### src/rtl/cbus_arb_mux_if.sv
// Cache-bus bundle between the per-core L1 ports, the arbiter/mux and the shared L2 slave port.
// Modport master = the mux itself; modport slave = the cores plus L2 environment around it.
interface cbus_arb_mux_if #(
  parameter int NUM_MST = 4,
  parameter int UID_W   = 2,
  parameter int CMD_W   = 2,
  parameter int ADDR_W  = 30,
  parameter int DATA_W  = 32
);
  localparam int BE_W = DATA_W / 8;

  logic [NUM_MST-1:0]        mst_req;
  logic [NUM_MST*CMD_W-1:0]  mst_cmd;
  logic [NUM_MST*ADDR_W-1:0] mst_addr;
  logic [NUM_MST*BE_W-1:0]   mst_data_be;
  logic [NUM_MST*DATA_W-1:0] mst_data;
  logic [NUM_MST-1:0]        mst_grnt;
  logic [NUM_MST-1:0]        mst_ack;
  logic [NUM_MST-1:0]        mst_rdy;
  logic [DATA_W-1:0]         mst_rdata;

  logic                      m_req;
  logic [CMD_W-1:0]          m_cmd;
  logic [ADDR_W-1:0]         m_addr;
  logic [UID_W-1:0]          m_uid;
  logic [BE_W-1:0]           m_data_be;
  logic [DATA_W-1:0]         m_data;
  logic                      m_ack;
  logic                      s_rdy;
  logic [UID_W-1:0]          s_uid;
  logic [DATA_W-1:0]         s_data;
  logic                      bad_uid;

  modport master (
    input  mst_req, mst_cmd, mst_addr, mst_data_be, mst_data, m_ack, s_rdy, s_uid, s_data,
    output mst_grnt, mst_ack, mst_rdy, mst_rdata,
           m_req, m_cmd, m_addr, m_uid, m_data_be, m_data, bad_uid
  );

  modport slave (
    output mst_req, mst_cmd, mst_addr, mst_data_be, mst_data, m_ack, s_rdy, s_uid, s_data,
    input  mst_grnt, mst_ack, mst_rdy, mst_rdata,
           m_req, m_cmd, m_addr, m_uid, m_data_be, m_data, bad_uid
  );
endinterface

### src/rtl/cbus_arb_mux.sv
// N-master to 1-slave cache-bus mux with registered round-robin arbiter and UID-routed returns.
// Define CBUS_ARB_MUX_RSP_REG_EN to register the response path (1-cycle latency).
module cbus_arb_mux #(
  parameter int NUM_MST = 4,
  parameter int UID_W   = 2,
  parameter int CMD_W   = 2,
  parameter int ADDR_W  = 30,
  parameter int DATA_W  = 32
) (
  input logic             clk,
  input logic             reset,
  cbus_arb_mux_if.master  bus
);
  localparam int BE_W = DATA_W / 8;

  typedef enum logic {IDLE, BUSY} state_t;

  state_t             state_q, state_d;
  // rr_q doubles as the granted index while BUSY
  logic [UID_W-1:0]   rr_q, rr_d;
  logic [NUM_MST-1:0] grnt_q, grnt_d;

  always_ff @(posedge clk) begin
    if (reset) begin
      state_q <= IDLE;
      rr_q    <= UID_W'(NUM_MST - 1);
      grnt_q  <= '0;
    end else begin
      state_q <= state_d;
      rr_q    <= rr_d;
      grnt_q  <= grnt_d;
    end
  end

  always_comb begin
    int   t;
    logic found;
    state_d = state_q;
    rr_d    = rr_q;
    grnt_d  = grnt_q;
    found   = 1'b0;
    t       = 0;
    case (state_q)
      IDLE: begin
        for (int k = 1; k <= NUM_MST; k++) begin
          t = int'(rr_q) + k;
          if (t >= NUM_MST) t = t - NUM_MST;
          if (!found && bus.mst_req[t]) begin
            found     = 1'b1;
            rr_d      = UID_W'(t);
            grnt_d    = '0;
            grnt_d[t] = 1'b1;
            state_d   = BUSY;
          end
        end
      end
      BUSY: begin
        // completion (ack with req) or abort (req dropped) both end the grant
        if (!bus.mst_req[rr_q] || bus.m_ack) begin
          state_d = IDLE;
          grnt_d  = '0;
        end
      end
      default: state_d = IDLE;
    endcase
  end

  logic               m_req;
  logic [CMD_W-1:0]   m_cmd;
  logic [ADDR_W-1:0]  m_addr;
  logic [UID_W-1:0]   m_uid;
  logic [BE_W-1:0]    m_data_be;
  logic [DATA_W-1:0]  m_data;
  logic [NUM_MST-1:0] mst_ack;

  always_comb begin
    m_req     = 1'b0;
    m_cmd     = '0;
    m_addr    = '0;
    m_uid     = '0;
    m_data_be = '0;
    m_data    = '0;
    mst_ack   = '0;
    if (state_q == BUSY) begin
      m_req     = bus.mst_req[rr_q];
      m_cmd     = bus.mst_cmd[int'(rr_q)*CMD_W +: CMD_W];
      m_addr    = bus.mst_addr[int'(rr_q)*ADDR_W +: ADDR_W];
      m_uid     = rr_q;
      m_data_be = bus.mst_data_be[int'(rr_q)*BE_W +: BE_W];
      m_data    = bus.mst_data[int'(rr_q)*DATA_W +: DATA_W];
      mst_ack   = grnt_q & {NUM_MST{bus.m_ack}};
    end
  end

  assign bus.m_req     = m_req;
  assign bus.m_cmd     = m_cmd;
  assign bus.m_addr    = m_addr;
  assign bus.m_uid     = m_uid;
  assign bus.m_data_be = m_data_be;
  assign bus.m_data    = m_data;
  assign bus.mst_ack   = mst_ack;
  assign bus.mst_grnt  = grnt_q;

  // Return path: decoded purely from s_uid, independent of the arbiter
  logic [NUM_MST-1:0] rsp_rdy;
  logic [DATA_W-1:0]  rsp_data;
  logic               rsp_bad;
  logic               bad_q;

  always_comb begin
    rsp_rdy = '0;
    for (int i = 0; i < NUM_MST; i++)
      rsp_rdy[i] = bus.s_rdy && (int'(bus.s_uid) == i);
    rsp_data = bus.s_rdy ? bus.s_data : '0;
    rsp_bad  = bus.s_rdy && (int'(bus.s_uid) >= NUM_MST);
  end

  always_ff @(posedge clk) begin
    if (reset)        bad_q <= 1'b0;
    else if (rsp_bad) bad_q <= 1'b1;
  end

`ifdef CBUS_ARB_MUX_RSP_REG_EN
  logic [NUM_MST-1:0] rdy_q;
  logic [DATA_W-1:0]  rdata_q;

  always_ff @(posedge clk) begin
    if (reset) begin
      rdy_q   <= '0;
      rdata_q <= '0;
    end else begin
      rdy_q   <= rsp_rdy;
      rdata_q <= rsp_data;
    end
  end

  assign bus.mst_rdy   = rdy_q;
  assign bus.mst_rdata = rdata_q;
  assign bus.bad_uid   = bad_q;
`else
  assign bus.mst_rdy   = rsp_rdy;
  assign bus.mst_rdata = rsp_data;
  assign bus.bad_uid   = bad_q | rsp_bad;
`endif
endmodule

### src/flat_wrapper.sv
// flat-port wrapper written by rule: the top's interface ports become plain ports
module cbus_arb_mux_flat 
#(
  parameter int NUM_MST = 4,
  parameter int UID_W   = 2,
  parameter int CMD_W   = 2,
  parameter int ADDR_W  = 30,
  parameter int DATA_W  = 32
)
  (clk, reset, bus_mst_req, bus_mst_cmd, bus_mst_addr, bus_mst_data_be, bus_mst_data, bus_m_ack, bus_s_rdy, bus_s_uid, bus_s_data, bus_mst_grnt, bus_mst_ack, bus_mst_rdy, bus_mst_rdata, bus_m_req, bus_m_cmd, bus_m_addr, bus_m_uid, bus_m_data_be, bus_m_data, bus_bad_uid);
  cbus_arb_mux_if #(.NUM_MST(NUM_MST), .UID_W(UID_W), .CMD_W(CMD_W), .ADDR_W(ADDR_W), .DATA_W(DATA_W)) bus_i ();
  input logic clk;
  input logic reset;
  input wire logic [$bits(bus_i.mst_req)-1:0] bus_mst_req;
  input wire logic [$bits(bus_i.mst_cmd)-1:0] bus_mst_cmd;
  input wire logic [$bits(bus_i.mst_addr)-1:0] bus_mst_addr;
  input wire logic [$bits(bus_i.mst_data_be)-1:0] bus_mst_data_be;
  input wire logic [$bits(bus_i.mst_data)-1:0] bus_mst_data;
  input wire logic [$bits(bus_i.m_ack)-1:0] bus_m_ack;
  input wire logic [$bits(bus_i.s_rdy)-1:0] bus_s_rdy;
  input wire logic [$bits(bus_i.s_uid)-1:0] bus_s_uid;
  input wire logic [$bits(bus_i.s_data)-1:0] bus_s_data;
  output wire logic [$bits(bus_i.mst_grnt)-1:0] bus_mst_grnt;
  output wire logic [$bits(bus_i.mst_ack)-1:0] bus_mst_ack;
  output wire logic [$bits(bus_i.mst_rdy)-1:0] bus_mst_rdy;
  output wire logic [$bits(bus_i.mst_rdata)-1:0] bus_mst_rdata;
  output wire logic [$bits(bus_i.m_req)-1:0] bus_m_req;
  output wire logic [$bits(bus_i.m_cmd)-1:0] bus_m_cmd;
  output wire logic [$bits(bus_i.m_addr)-1:0] bus_m_addr;
  output wire logic [$bits(bus_i.m_uid)-1:0] bus_m_uid;
  output wire logic [$bits(bus_i.m_data_be)-1:0] bus_m_data_be;
  output wire logic [$bits(bus_i.m_data)-1:0] bus_m_data;
  output wire logic [$bits(bus_i.bad_uid)-1:0] bus_bad_uid;
  assign bus_i.mst_req = bus_mst_req;
  assign bus_i.mst_cmd = bus_mst_cmd;
  assign bus_i.mst_addr = bus_mst_addr;
  assign bus_i.mst_data_be = bus_mst_data_be;
  assign bus_i.mst_data = bus_mst_data;
  assign bus_i.m_ack = bus_m_ack;
  assign bus_i.s_rdy = bus_s_rdy;
  assign bus_i.s_uid = bus_s_uid;
  assign bus_i.s_data = bus_s_data;
  assign bus_mst_grnt = bus_i.mst_grnt;
  assign bus_mst_ack = bus_i.mst_ack;
  assign bus_mst_rdy = bus_i.mst_rdy;
  assign bus_mst_rdata = bus_i.mst_rdata;
  assign bus_m_req = bus_i.m_req;
  assign bus_m_cmd = bus_i.m_cmd;
  assign bus_m_addr = bus_i.m_addr;
  assign bus_m_uid = bus_i.m_uid;
  assign bus_m_data_be = bus_i.m_data_be;
  assign bus_m_data = bus_i.m_data;
  assign bus_bad_uid = bus_i.bad_uid;
  cbus_arb_mux #(.NUM_MST(NUM_MST), .UID_W(UID_W), .CMD_W(CMD_W), .ADDR_W(ADDR_W), .DATA_W(DATA_W)) u_core (.clk(clk), .reset(reset), .bus(bus_i));
endmodule
### config.mk
export PLATFORM = sky130hd
export DESIGN_NAME = cbus_arb_mux_flat
export DESIGN_NICKNAME = d
export VERILOG_FILES = /design/src/rtl/cbus_arb_mux_if.sv /design/src/rtl/cbus_arb_mux.sv /design/src/flat_wrapper.sv
export SDC_FILE = /design/constraint.sdc
export NUM_CORES = 1
export LEC_CHECK = 0
export ABC_AREA = 1
export CAP_MARGIN = 40
export CORE_AREA = 2 2 167 169
export CTS_BUF_LIST = sky130_fd_sc_hd__clkbuf_4
export CTS_CLUSTER_DIAMETER = 50
export DETAILED_ROUTE_END_ITERATION = 7
export DIE_AREA = 0 0 169 171
export PLACE_DENSITY = 0.54
export SETUP_SLACK_MARGIN = 0.5
export SYNTH_ARGS = -nofsm -noshare
export SYNTH_HDL_FRONTEND = slang
export SYNTH_SLANG_ARGS = --single-unit
export TNS_END_PERCENT = 5
### constraint.sdc
create_clock -name clk -period 5.3 [get_ports clk]
set_input_delay 1.06 -clock clk [delete_from_list [all_inputs] [get_ports clk]]
set_output_delay 1.06 -clock clk [all_outputs]
set_load 0.005 [all_outputs]
-- Word level (Yosys, flattened, before mapping)
Index checks and enable logic that the tools add are counted.
- equality and inequality tests: 5
- bitwise gates (word level): 2
- reductions and logical operators: 20
- muxes and demuxes: 59
- order comparisons: 13
- shift-type cells: 4
- add/sub/neg operators: 8
- $mul: 1
- operators with widths (operator ; count):
    32-bit 2-to-1 mux ; 10
    32-bit by 1-bit >= comparator with 1-bit output, second input constant ; 4
    32-bit by 4-bit >= comparator with 1-bit output, second input constant ; 4
    32-bit by 4-bit less-than comparator with 1-bit output, second input constant ; 4
    128-bit by 8-bit indexed part select with 32-bit output ; 1
    32-bit by 4-bit subtractor with 32-bit output, second input constant ; 4
    120-bit by 32-bit indexed part select with 30-bit output ; 1
    30-bit 2-to-1 mux ; 1
    4-bit 2-to-1 mux ; 7
    1-bit 2-to-1 mux ; 24
    16-bit by 5-bit indexed part select with 4-bit output ; 1
    2-bit 2-to-1 mux ; 6
    1-bit logical AND ; 11
    1-bit binary-select mux with 2-bit select ; 5
    1-bit demux with 2-bit select ; 4
    4-bit case mux with 2 select lines ; 1
    8-bit by 4-bit indexed part select with 2-bit output ; 1
    2-bit by 2-bit adder with 3-bit output, second input constant ; 2
    2-bit by 4-bit multiplier with 6-bit output, second input constant ; 1
    5-bit by 1-bit inequality test with 1-bit output, second input constant ; 1
    2-bit by 3-bit adder with 4-bit output, second input constant ; 1
    4-bit bitwise AND ; 1
    2-bit == test, second input constant ; 2
    1-bit logical NOT ; 4
    10 further kinds ; 11
- input bits: 314
- bits in registers: 7
- logic and storage cells: 115
- output and inout port bits: 116

-- Longest topological paths before layout
Gate-level depths: netlist (run 1).
- depth in word-level cells: 21
- depth in mapped cells: 16
- gate-level depth less buffers: 13

-- Worst setup path before layout (run 1)
OpenSTA, ideal clock, no wires.
- path kind: in2out
- from: input port bus_s_rdy
- to: output port bus_mst_rdata[0]
- required time: 4.240 ns
- path slack: 2.604 ns
- path buffers: 2
- stages: 4
- arrival: 1.636 ns
- cells stage by stage: clkbuf_1 -> clkbuf_1 -> nand2_1 -> inv_1
- word-level cells in the longest chain between the ends: 1
- ends and longest elaborated chain (element ; RTL line ; RTL):
    from (decl) ; flat_wrapper.sv:20 ; input wire logic [$bits(bus_i.s_rdy)-1:0] bus_s_rdy;
    32-bit 2-to-1 mux ; cbus_arb_mux.sv:114 ; rsp_data = bus.s_rdy ? bus.s_data : '0;
    to (decl) ; flat_wrapper.sv:26 ; output wire logic [$bits(bus_i.mst_rdata)-1:0] bus_mst_rdata;
Every way passes these cells.

-- Final worst setup path (run 1)
- from: input port bus_mst_addr[89]
- to: output port bus_m_addr[29]
- word-level cells in the longest chain between the ends: 2
- ends and longest elaborated chain (element ; RTL line ; RTL):
    from (decl) ; flat_wrapper.sv:16 ; input wire logic [$bits(bus_i.mst_addr)-1:0] bus_mst_addr;
    120-bit by 32-bit indexed part select with 30-bit output ; cbus_arb_mux.sv:87 ; m_addr = bus.mst_addr[int'(rr_q)*ADDR_W +: ADDR_W];
    30-bit 2-to-1 mux ; cbus_arb_mux.sv:84 ; if (state_q == BUSY) begin
    to (decl) ; flat_wrapper.sv:29 ; output wire logic [$bits(bus_i.m_addr)-1:0] bus_m_addr;
Every way passes these cells.

==> out/summary.md, run 1 <==
Once detail routing completed, the nets flagged for antenna violations numbered 0. Across the run, the number of max-cap violations was 0. The net switching power is 0.00127 W, and the total of flip-flops plus latches after synthesis is 7. The share of layout cells above drive strength 1 came out at 3.91%. The main flop type after synthesis is sky130_fd_sc_hd__dfxtp_1. The peak fanout along the critical path was 1. TritonCTS built the clock tree.

The worst setup path is launched from an input pin. Once placement finished, the instance area stood at 8000 sq um. The logs give 306 for the initial DRC count and 28900 sq um for the die area. The run finished with clean final reports. Input and output buffers added on the ports amount to 428. The final hold violation count is 0. The H-tree level count came out at 1. The warning count from the yosys run was 0.

The tools report the critical path endpoint category as an output pin. The combined global-route utilization of all metal layers is 14.2%, and the number of inserted diodes is 0. The tools report the cell chosen for the clock root as sky130_fd_sc_hd__clkbuf_4.

Once layout is complete, the utilization of the core stands at 29.4%. The critical path required time is 4.24 ns. Synthesis produced 741 cells. After floorplanning, the core was divided into 61 placement rows. The worst clock skew was 0.00374 ns. Sequential cells were found to cover 4.12% of the synthesized design area. In this run the horizontal extent of the chip is 169 microns. The most common cell in the synthesized netlist is sky130_fd_sc_hd__nor2_1. The path class of the tightest hold or removal check is flop to flop.

Compared with the post-synthesis result, the final layout area differs by 136%. Ranked by total cell area, the synthesized netlist is headed by sky130_fd_sc_hd__nor2_1 31%, sky130_fd_sc_hd__o21ai_0 20%, sky130_fd_sc_hd__a21oi_1 11%. The finished cells cover 8030 sq um. At the end of routability-driven placement, the weighted congestion stood at 0.840. The final critical path takes up 72.1% of the cycle. In this run, post-CTS hold repair placed 0 buffers. The floorplan step defined a core boundary enclosing 27300 sq um.

For the post-synthesis instance area, the log shows 3400 sq um. For the final routed database, the setup TNS stands at 0 ns. The clock transition at the registers of the reported paths is 0.05 ns, and the initial core utilization is 12.4%. Timing would allow up to 262 MHz. Entering global routing, the biggest net connects 74 pins.

The library cell occupying the most area in the post-synthesis netlist was sky130_fd_sc_hd__nor2_1. In the routed design, unresolved DRC markers number 0. The number of pins exceeding their max-slew limit in the final report is 0, and the final-report setup violation count is 0. Pin placement for this block handled 430 I/O pins. Of all flip-flops after synthesis, the portion carrying an async set or reset was 0%. The share of total power dissipated in the clock network is 2.3%.

The number of cells after detailed placement came out at 1467. The logs give 32300 microns for the first-pass GRT wire length and 0 for the number of antenna violations at the first check in global routing. From bottom edge to top edge, the die measures 171 microns.

The clock latency of the later-clocked register in the worst-skew pair is 0.25 ns. The worst voltage drop across the vdd grid was 0.149 mV. Of the total power, the share spent switching nets is 53.0%. Of the total power, combinational logic draws 91.9%. On the final layout, the worst hold slack is 0.488 ns. Setup repair after global routing left no endpoint under its margin. For the half-perimeter wire length of the detailed placement result, the log shows 18400 microns. The logs give 0 for the number of gates resized after cts and 0 for the number of setup buffers added after CTS.

Averaged over all synthesized cells, the footprint is 4.59 sq um. The logs give 47.4% for the worst slew margin relative to its limit and 2 for the maximum clock insertion buffer count. The number of buffers added by the clock tree synthesis step came out at 3.

The number of nets in the synthesized netlist is 1059. TritonCTS sink count: 7. By count the netlist is led by 284 x sky130_fd_sc_hd__nor2_1, 136 x sky130_fd_sc_hd__o21ai_0, 74 x sky130_fd_sc_hd__a21oi_1.

The synthesized design devotes to its leading area cell type 31.4% of total area. The power per standard cell area is 299 nW/um^2, and the static leakage power is 3.24 nW. In the final design database the tool counted 1444 nets. Sequential cells burn 5.8% of the power.

Summed over all layers, the global routing overflow is 0. Wires add up to 22800 microns. The routed via count divided by cell count came out at 4.06. The number of enable-type register cells in the synthesized netlist works out to 0. The kind of critical path is input pin to output pin.

The smallest clock period supported by the final layout is computed as 3.82 ns. For the worst setup path, the data arrival time is 2.76 ns. Transition time at the pin with the least slew margin: 0.781 ns.

The number of detailed-routing iterations run before antenna repair was 5. Cell internal power was estimated by the tool at 0.00113 W. The via count of the first global-routing pass is 5650, and the number of standard cells in the final layout excluding fillers is 1471.

The total number of vias came out at 5977. In this run, distinct cell masters in the synthesized netlist total 25. Dividing the detail-routed wire length by the instance count gives 15.5 microns.
-- worst max-delay path: stages --
cell	delay, ns
sky130_fd_sc_hd__clkdlybuf4s50_1	0.45
sky130_fd_sc_hd__nor2_1	0.04
sky130_fd_sc_hd__nor2_1	0.09
sky130_fd_sc_hd__o21ai_0	0.31
sky130_fd_sc_hd__a21oi_1	0.24
sky130_fd_sc_hd__clkdlybuf4s50_1	0.57
-- cells by family after synthesis --
family,share of synthesized area (%)
buffers and inverters,14.0
AOI/OAI and AO/OA,31.2
adders and majority gates,1.47
and+or+nand+nor,49.1
DFF,4.12
other,0.110
-- final cells by class --
cell class / instances / area [sq um]
well taps: 346 / 433
clock buffers: 4 / 30.0
inverters: 52 / 203
multi-input cells: 622 / 2780
flip-flops and latches: 7 / 148
fillers: 3082 / 19300
repair buffers: 440 / 4430
-- cell usage in the layout, fill, tap and decap left out, types with 6 or more instances in the layout --
cell / synthesis / layout
sky130_fd_sc_hd__nand2_1: 72 / 72
sky130_fd_sc_hd__inv_1: 46 / 46
sky130_fd_sc_hd__nand2_2: 6 / 6
sky130_fd_sc_hd__a21oi_1: 74 / 74
sky130_fd_sc_hd__o21ai_0: 136 / 136
sky130_fd_sc_hd__nand2_4: 6 / 6
sky130_fd_sc_hd__buf_4: 3 / 8
sky130_fd_sc_hd__nand3_1: 24 / 24
sky130_fd_sc_hd__nor2_1: 284 / 284
sky130_fd_sc_hd__clkdlybuf4s50_1: 0 / 428
-- registers in the layout, indices dropped and copies added (netlist names) --
register,count
u_core.bus.mst_grnt,4
u_core.rr_q,2
u_core.state_q,1
-- power by group through the flow --
stage | clock network, W | registers (W) | logic (W)
global placement | 0 | 0.000143 | 0.00221
finish | 0.0000546 | 0.000139 | 0.00221
CTS | 0.0000568 | 0.000143 | 0.00224
global route | 0.0000600 | 0.000148 | 0.00245
floorplan | 0 | 0.0000878 | 0.00123
detailed placement | 0 | 0.000144 | 0.00222
-- worst paths after layout --
kind                          startpoint  cells past startpoint  slack [ns]                      to
setup / recovery        bus_mst_addr[89]                      6        1.48          bus_m_addr[29]
hold / removal    u_core.bus.mst_grnt[1]                      2        0.49  u_core.bus.mst_grnt[1]
setup reg to reg          u_core.rr_q[0]                     11        2.56  u_core.bus.mst_grnt[1]
hold reg to reg   u_core.bus.mst_grnt[1]                      2        0.49  u_core.bus.mst_grnt[1]
-- per-stage QoR --
step                      power [W]  setup WS, ns
final                       0.00240          1.48
after global placement      0.00235          1.46
after floorplan             0.00132          2.60
after CTS                   0.00244          1.47
after detailed placement    0.00237          1.47
after global routing        0.00266          1.27
-- per-layer routing --
metal  GRT usage, %  vias to the layer above  routed length (microns)
met5              0                        -                        0
met4          0.966                        0                      129
met3           2.29                        8                     1320
met2           25.3                      202                    11300
met1           18.7                     2630                    10000
li1               -                     3137                        -
(Power assumes the default switching activity.)
==> run 2: changes to the inputs <==
--- a/config.mk
+++ b/config.mk
@@ -7,12 +7,12 @@
 export LEC_CHECK = 0
 export ABC_AREA = 1
 export CAP_MARGIN = 40
-export CORE_AREA = 2 2 167 169
+export CORE_AREA = 2 2 168 170
 export CTS_BUF_LIST = sky130_fd_sc_hd__clkbuf_4
 export CTS_CLUSTER_DIAMETER = 50
 export DETAILED_ROUTE_END_ITERATION = 7
-export DIE_AREA = 0 0 169 171
-export PLACE_DENSITY = 0.54
+export DIE_AREA = 0 0 170 172
+export PLACE_DENSITY = 0.56
 export SETUP_SLACK_MARGIN = 0.5
 export SYNTH_ARGS = -nofsm -noshare
 export SYNTH_HDL_FRONTEND = slang
==> constraint.sdc (replaced) <==
create_clock -name clk -period 3.2 [get_ports clk]
set_input_delay 0.64 -clock clk [delete_from_list [all_inputs] [get_ports clk]]
set_output_delay 0.64 -clock clk [all_outputs]
set_load 0.005 [all_outputs]
==> run 2 against run 1 <==
  * Wire length rose by 0.57%
  * Cell count is 1.1% higher
  * Utilization increased by 0.72 points
  * Via count is 0.35% higher
  * Die area up 1.2%
  * Final area is 3.0% higher
  * Register-to-register slack lost 1.6 ns
  * Non-clock buffer count increased by 16
  * Highest routed layer is now met5
==> out/summary.md, run 2 (synthesized netlist as in run 1, its figures left out) <==
The run finished with clean final reports. For the H-tree level count, the log shows 1. The floorplan step set the die height to 172 microns.

Input and output buffers added on the ports amount to 428. The tools report the final-report setup violation count as 0. The highest attainable clock frequency was 360 MHz. The final critical-path required period is 2.78 ns.

Type of the tightest min-delay check: flop to flop. For this run the aggregate overflow at the end of global routing stands at 0. The congestion estimate from routability-driven global placement came to 0.852.

Internal cell power: 0.00204 W. For the static leakage power, the log shows 3.41 nW. After detailed routing, the average wire length per cell comes to 15.4 microns. The net count of the finished layout is 1460. The run gives 0.485 ns as the worst hold-check slack. The register with the most flip-flops in the layout has 4 of them.

The pre-antenna-repair detailed-routing pass consisted of 4 iterations. The total number of vias came out at 5998. For the count of hold-fix buffers inserted at cts, the log shows 0. The number of antenna diodes in the final layout is 0.

The peak fanout along the critical path was 1. Placeable core region: 27500 sq um. Net switching is 51.7% of the power.

The run gives 237 as the initial DRC count. STA classifies the critical path startpoint as an input pin. TritonCTS built the clock tree. The tools report the pin count of the biggest net entering global routing as 57.

The critical path is of the input pin to output pin type. The tools report the worst voltage drop across the vdd grid as 0.184 mV. Per report_power, the combinational group accounts for 93.6% of the total. Post-synthesis to final-layout area growth: 143%. The tool flagged a number of max-cap violations equal to 0. During I/O placement, the number of pins put on the boundary was 430.

The logs give 7 for the TritonCTS sink count and 1 for the number of antenna violations at the first check in global routing. The finished cells cover 8270 sq um. The initial core utilization is 12.4%, and the fill cell instance count of the final layout is 3075. The total placed instance area was 8110 sq um.

The final layout contains routed wiring with a total length of 22900 microns. Share of the clock period used by the worst path after layout: 86.8%. Buffers inserted during clock tree synthesis total 3.

Sequential cells account for 4.2% of the total power. The final hold violation count is 0. Dividing the detail-routed via count by the number of cells gives 4.03. In the layout the commonest cells are 421 x sky130_fd_sc_hd__clkdlybuf4s50_1, 282 x sky130_fd_sc_hd__nor2_1, 128 x sky130_fd_sc_hd__o21ai_0. The HPWL after detailed placement is 18300 microns.

The most common cell after layout, fill and taps aside is sky130_fd_sc_hd__clkdlybuf4s50_1. The net switching power is 0.00218 W. The die is 170 microns wide.

Via count of the first global-routing pass: 5718. The first global-routing pass estimated 31700 microns of wire. Global routing used 13.8% of the available tracks. For the worst-skew pair, the clock arrives at the later sink with an insertion delay of 0.26 ns. The transition time at the pin with the least slew margin was 0.563 ns.

After detailed routing, the number of remaining DRC violations is 0. The tools report the arrival time reported for the critical path endpoint as 2.14 ns. The critical path endpoint category is an output pin. The number of core rows was 61. Setup repair after global routing could not meet its margin everywhere. The residual antenna-violating net count after detailed routing was 0; the power per standard cell area was 510 nW/um^2. Worst slew margin relative to its limit: 62.5%. The tree is rooted in a sky130_fd_sc_hd__clkbuf_4. For the number of pins exceeding their max-slew limit in the final report, the log shows 0. The critical path required time came out at 2.56 ns. For the die area, the log shows 29200 sq um.

Share of layout cells above drive strength 1: 5.96%. Maximum clock insertion buffer count: 2. The clock transition at the registers of the reported paths is 0.05 ns.

The share of total power dissipated in the clock network is 2.2%. Across the routed clock network, the largest skew measured is 0.0143 ns. After routing, the total negative slack on setup checks comes to 0 ns.
## run 2: cell count changes in the layout (fill, tap and decap cells not counted), sizes merged
cell           delta
buf              +14
dlymetal6s2s      +4
clkdlybuf4s50     -7
dlygate4sd2       +3
clkbuf            +2
## run 2: repair_timing
action | CTS | global route
gates resized for setup | 16 | 16
endpoints found under the setup margin | 70 | 99
pin swaps | 5 | 3
gates cloned | 0 | 2
setup buffers | 0 | 2
## run 2: metal layers
layer,vias to the layer above,track usage [%],wire [microns]
li1,3175,-,-
met1,2602,18.4,10300
met2,209,24.4,11200
met3,10,2.08,1300
met4,2,1.56,99
met5,-,0,13
## run 2: area by class of cell
class | instances | area [sq um] | area share, %
clock buffers | 4 | 30.0 | 0.363
inverters | 52 | 214 | 2.59
multi-input cells | 622 | 2810 | 34.0
flip-flops and latches | 7 | 148 | 1.78
well taps | 346 | 433 | 5.23
repair buffers | 456 | 4640 | 56.0
## run 2: through the flow
step | setup WS (ns) | utilization (%) | power [W] | instances
after global routing | 0.359 | 30.1 | 0.00467 | 1487
final | 0.423 | 30.1 | 0.00422 | 1487
after detailed placement | 0.186 | 29.5 | 0.00399 | 1479
after global placement | 0.197 | 29.5 | 0.00400 | 1479
after floorplan | 1.00 | - | 0.00218 | 741
after CTS | 0.373 | 29.7 | 0.00413 | 1483
## run 2: worst paths after layout
check                         startpoint  slack, ns                endpoint  depth (start not counted)
hold / removal    u_core.bus.mst_grnt[3]       0.48  u_core.bus.mst_grnt[3]                          2
setup reg to reg          u_core.rr_q[0]       0.94  u_core.bus.mst_grnt[1]                         11
setup / recovery         bus_mst_addr[5]       0.42           bus_m_addr[5]                          6
hold reg to reg   u_core.bus.mst_grnt[3]       0.48  u_core.bus.mst_grnt[3]                          2
## run 2: power groups by stage
stage | Clock (W) | Combinational [W] | Sequential (W)
3_5_place_dp | 0 | 0.00382 | 0.000172
2_1_floorplan | 0 | 0.00203 | 0.000145
5_1_grt | 0.000106 | 0.00438 | 0.000186
4_1_cts | 0.0000945 | 0.00386 | 0.000173
6_report | 0.0000927 | 0.00395 | 0.000179
3_3_place_gp | 0 | 0.00383 | 0.000172
## run 2: worst max-delay path, stage by stage
cell	delay [ns]
sky130_fd_sc_hd__clkdlybuf4s50_1	0.46
sky130_fd_sc_hd__nor2_1	0.04
sky130_fd_sc_hd__nor2_1	0.10
sky130_fd_sc_hd__o21ai_1	0.15
sky130_fd_sc_hd__a21oi_1	0.21
sky130_fd_sc_hd__clkdlybuf4s50_1	0.54
